--- src/rtl/sync_pkg.sv ---
// Shared types and default constants for the debounce block.
package sync_pkg;

   localparam int DEBOUNCE_CYCLES_DEFAULT = 16;
   localparam int GLITCH_WIDTH_DEFAULT    = 8;

   typedef enum logic [1:0] {
      STABLE_LOW  = 2'd0,
      RISING      = 2'd1,
      STABLE_HIGH = 2'd2,
      FALLING     = 2'd3
   } db_state_t;

endpackage

--- src/rtl/tech_sync_bit.sv ---
// Two-flop level synchroniser, used only when the debouncer is asked to
// synchronise its own input. Runs on every clk edge, independent of enable.
module tech_sync_bit (
   input  logic clk,
   input  logic reset_n,
   input  logic d,
   output logic q
);

   logic meta;

   // Two-stage shift toward the clk domain.
   always_ff @(posedge clk or negedge reset_n) begin
      if (!reset_n) begin
         meta <= 1'b0;
         q    <= 1'b0;
      end else begin
         meta <= d;
         q    <= meta;
      end
   end

endmodule

--- src/rtl/sync_debounce.sv ---
// Level debouncer with registered level/edge outputs and a saturating
// count of aborted transitions.
//
//   state       | meaning
//   ------------+------------------------------------------------------
//   STABLE_LOW  | accepted level 0, waiting for a 1 sample
//   RISING      | counting consecutive 1 samples toward acceptance
//   STABLE_HIGH | accepted level 1, waiting for a 0 sample
//   FALLING     | counting consecutive 0 samples toward acceptance
module sync_debounce
   import sync_pkg::*;
#(
   parameter int DEBOUNCE_CYCLES = DEBOUNCE_CYCLES_DEFAULT,
   parameter int GLITCH_WIDTH    = GLITCH_WIDTH_DEFAULT,
   parameter bit SYNC_INPUT      = 1'b0
) (
   input  logic                    clk,
   input  logic                    clk__enable,
   input  logic                    reset_n,
   input  logic                    sync_in,
   input  logic                    glitch_clear,
   output logic                    level,
   output logic                    rise,
   output logic                    fall,
   output logic [GLITCH_WIDTH-1:0] glitch_count
);

   localparam int CW = (DEBOUNCE_CYCLES > 1) ? $clog2(DEBOUNCE_CYCLES) : 1;
   localparam logic [CW-1:0]           CNT_LAST   = CW'(DEBOUNCE_CYCLES - 1);
   localparam logic [GLITCH_WIDTH-1:0] GLITCH_MAX = '1;

   db_state_t                state, state_nx;
   logic [CW-1:0]            cnt, cnt_nx;
   logic                     level_nx, rise_nx, fall_nx, glitch_hit;
   logic [GLITCH_WIDTH-1:0]  glitch_nx;
   logic                     sample;

   generate
      if (SYNC_INPUT) begin : g_sync
         tech_sync_bit u_sync (
            .clk     (clk),
            .reset_n (reset_n),
            .d       (sync_in),
            .q       (sample)
         );
      end else begin : g_nosync
         assign sample = sync_in;
      end
   endgenerate

   // Next-state, counter and output decode; pulses default low each enabled cycle.
   always_comb begin
      state_nx   = state;
      cnt_nx     = cnt;
      level_nx   = level;
      rise_nx    = 1'b0;
      fall_nx    = 1'b0;
      glitch_hit = 1'b0;
      case (state)
         STABLE_LOW: begin
            if (sample) begin
               state_nx = RISING;
               cnt_nx   = CW'(1);
            end
         end
         RISING: begin
            if (!sample) begin
               state_nx   = STABLE_LOW;
               cnt_nx     = '0;
               glitch_hit = 1'b1;
            end else if (cnt == CNT_LAST) begin
               state_nx = STABLE_HIGH;
               cnt_nx   = '0;
               level_nx = 1'b1;
               rise_nx  = 1'b1;
            end else begin
               cnt_nx = cnt + 1'b1;
            end
         end
         STABLE_HIGH: begin
            if (!sample) begin
               state_nx = FALLING;
               cnt_nx   = CW'(1);
            end
         end
         FALLING: begin
            if (sample) begin
               state_nx   = STABLE_HIGH;
               cnt_nx     = '0;
               glitch_hit = 1'b1;
            end else if (cnt == CNT_LAST) begin
               state_nx = STABLE_LOW;
               cnt_nx   = '0;
               level_nx = 1'b0;
               fall_nx  = 1'b1;
            end else begin
               cnt_nx = cnt + 1'b1;
            end
         end
         default: begin
            state_nx = STABLE_LOW;
            cnt_nx   = '0;
            level_nx = 1'b0;
         end
      endcase

      // Clear wins over a coincident abort; the count sticks at all-ones.
      if (glitch_clear)
         glitch_nx = '0;
      else if (glitch_hit && (glitch_count != GLITCH_MAX))
         glitch_nx = glitch_count + 1'b1;
      else
         glitch_nx = glitch_count;
   end

   // Enable-gated state and output registers; outputs hold while disabled.
   always_ff @(posedge clk or negedge reset_n) begin
      if (!reset_n) begin
         state        <= STABLE_LOW;
         cnt          <= '0;
         level        <= 1'b0;
         rise         <= 1'b0;
         fall         <= 1'b0;
         glitch_count <= '0;
      end else if (clk__enable) begin
         state        <= state_nx;
         cnt          <= cnt_nx;
         level        <= level_nx;
         rise         <= rise_nx;
         fall         <= fall_nx;
         glitch_count <= glitch_nx;
      end
   end

endmodule

--- config.mk ---
export PLATFORM = sky130hd
export DESIGN_NAME = sync_debounce
export DESIGN_NICKNAME = d
export VERILOG_FILES = /design/src/rtl/sync_pkg.sv /design/src/rtl/tech_sync_bit.sv /design/src/rtl/sync_debounce.sv
export SDC_FILE = /design/constraint.sdc
export NUM_CORES = 1
export LEC_CHECK = 0
export BUFFER_PORTS_ARGS = -buffer_cell sky130_fd_sc_hd__buf_2
export CAP_MARGIN = 40
export CORE_ASPECT_RATIO = 0.75
export CORE_UTILIZATION = 45
export CTS_CLUSTER_SIZE = 30
export DETAILED_ROUTE_END_ITERATION = 10
export PLACE_DENSITY = 0.76
export SETUP_SLACK_MARGIN = 0.05
export SLEW_MARGIN = 20
export SYNTH_ARGS = -nofsm -noshare
export SYNTH_HDL_FRONTEND = slang
export SYNTH_SLANG_ARGS = --single-unit
--- constraint.sdc ---
create_clock -name clk -period 2.2 [get_ports clk]
set_input_delay 0.11 -clock clk [delete_from_list [all_inputs] [get_ports clk]]
set_output_delay 0.11 -clock clk [all_outputs]
set_load 0.02 [all_outputs]
==> metrics <==
crit path kind=register to register; synthesized flop and latch total=17; setup bufs post-CTS=0; Max Fclk=519 MHz; I/O pins=16; Cell Area, Synth=887 um2; Post-Layout Cell Count=127; DIE HEIGHT=40.5 um; GRT Overall Usage=18.5%; Starting Density=49.6%; TNS Setup=0 ns; Syn Area/Cell=10.1 um2; Starting DRT DRC Count=8; crit path time final=1.93 ns; Hold Crit Class=primary input to register; r2r setup slk=0.27 ns; worst-case clock buffer depth=2; Max FO, Critical Path=8; Final Hold Vio Count=0; leak pwr=0.486 nW; port bufs=15; residual DRC count=0; first-pass GRT wire length=2620 um; area of the core=1790 um2; H-tree depth=1; total of max-cap violations=0; P per Cell Area=700 nW/um2; skew final=0.00227 ns; largest net degree at the start of global routing=18; final setup vio count=0; clk sinks=17; synth-to-layout area growth=13.7%; CTS tree=yes; via/cell ratio=5.56; WL per Instance=13.1 um; hold buffers post-CTS=1; Setup crit end kind=register; period utilisation layout=87.5%; Max rail drop VDD=420 uV; DRT Pass-1 Iters=4; Startpoint Class=register; CTS root buffer=clkbuf_4; layout cell share with drive strength beyond 1=23.8%; Worst slew margin=70.6%; clock-pin slew on the worst setup and hold paths=0.10 ns; cells resized by post-CTS repair=0; status=finished, final reports clean; CP required=2.39 ns; syn nets=95; initial antenna violation count=0; number of global-route vias before repair=557; arrival time worst endpoint=2.11 ns; cts bufs inserted=3; setup repair after global routing missed its margin=no; vias=706; cell row count=13; die area=2150 um2; worst slew pin tran=0.441 ns; Synth cell types=28; HPWL after detailed placement=1230 um; DRT Wirelength=1660 um; Max Slew Vio Count=0; register area share after synthesis=48.0%; Post-Synthesis Cells=88; Nets=113; Congestion Overflow GR=0; Synth Warn #=0; diode count=0; Placed Cells=122; final RePlAce weighted congestion=0.764; Die Span X=53.3 um; ANT nets after route=0; insertion delay to the later sink of the worst-skew pair=0.29 ns
## worst paths after layout
kind | from | endpoint | cells past startpoint
setup reg to reg | glitch_count[0] | glitch_count[0] | 5
min in group asynchronous | reset_n | glitch_count[5] | 2
setup / recovery | glitch_count[0] | glitch_count[0] | 5
max in group asynchronous | reset_n | glitch_count[7] | 2
hold / removal | clk__enable | state[0] | 2
hold reg to reg | rise | rise | 1
## cell usage after synthesis
library cell | n | share of area (%)
mux2_4 | 2 | 3.4
mux2_2 | 1 | 1.3
and2_1 | 2 | 1.4
nand3b_1 | 1 | 0.85
xor2_2 | 1 | 1.8
nor3_1 | 1 | 0.56
and3_1 | 4 | 2.8
o2bb2ai_1 | 1 | 0.99
nand2_1 | 9 | 3.8
buf_6 | 1 | 1.3
a31oi_1 | 2 | 1.4
a211oi_2 | 2 | 2.8
a41oi_1 | 1 | 0.99
nand2b_1 | 1 | 0.71
nor2b_1 | 1 | 0.71
inv_1 | 2 | 0.85
o31ai_1 | 1 | 0.85
a21oi_1 | 13 | 7.3
and4_1 | 1 | 0.99
nor2_1 | 3 | 1.3
a32o_1 | 1 | 1.1
nand3_1 | 4 | 2.3
ha_1 | 2 | 2.8
o21a_1 | 6 | 5.1
o21ai_0 | 5 | 2.8
clkbuf_1 | 2 | 0.85
dfrtp_1 | 17 | 48
a22o_1 | 1 | 0.99
## flip-flops by register name, indices dropped and copies added, names as in the netlist, named ones only
name,flops
glitch_count,8
cnt,4
fall,1
level,1
rise,1
state,1
## per-layer routing
metal	track usage (%)	part of all wire [%]	up-vias
met2	24.4	41	19
met1	25.5	53	321
met5	0	0	-
met4	7.89	0.78	0
met3	8.33	6.0	2
li1	-	-	364
## power by group
group / internal (mW) / switching, mW / total, mW
Sequential: 0.344 / 0.0404 / 0.385
Clock: 0.0677 / 0.101 / 0.168
Combinational: 0.0690 / 0.0840 / 0.153
Total: 0.481 / 0.225 / 0.706
## placed cells by master (no fill, tap or decap), drive strengths merged, types with 4 or more instances in the layout
master and n:
dfrtp 17, buf 15, nand3 4, o21ai 5, a21oi 13, nand2 9
and3 4, o21a 6
## logic make-up (layout without fill, tap and decap cells)
logic type	after synthesis	count (layout)	share of synthesized area, %
AO/OA/AOI/OAI	33	33	24.4
AND/OR/NAND/NOR	27	27	15.4
XOR/XNOR	1	1	1.83
flip-flops	17	17	48.0
buffers and inverters	5	22	2.96
multiplexers	3	3	4.65
adder cells (fa/ha/maj)	2	2	2.82
## worst max-delay path, stage by stage, from the launching register on
cell and delay, ns:
dfrtp_1 0.43, ha_1 0.28, and3_1 0.22, a211oi_2 0.21, o21a_1 0.35, mux2_4 0.33
## final cells by class
class                   count  area, um2
clock inverters             1       5.00
flip-flops and latches     17        425
repair buffers             16       85.1
multi-input cells          66        435
well taps                  22       27.5
inverters                   2       7.51
fillers                   171        781
clock buffers               3       22.5
## through the flow
stage          utilization, %  area, um2  total power, mW  worst slack, ns  hold slack [ns]
2_1_floorplan               -        887            0.493            0.397           -0.186
3_3_place_gp             54.3        971            0.537            0.364           0.0535
3_5_place_dp             54.3        971            0.544            0.274           0.0499
4_1_cts                  56.4       1010            0.712            0.266           0.0955
5_1_grt                  56.4       1010            0.750            0.177            0.105
6_report                 56.4       1010            0.706            0.275            0.101
No activity file was read; power rests on OpenSTA's default activity.
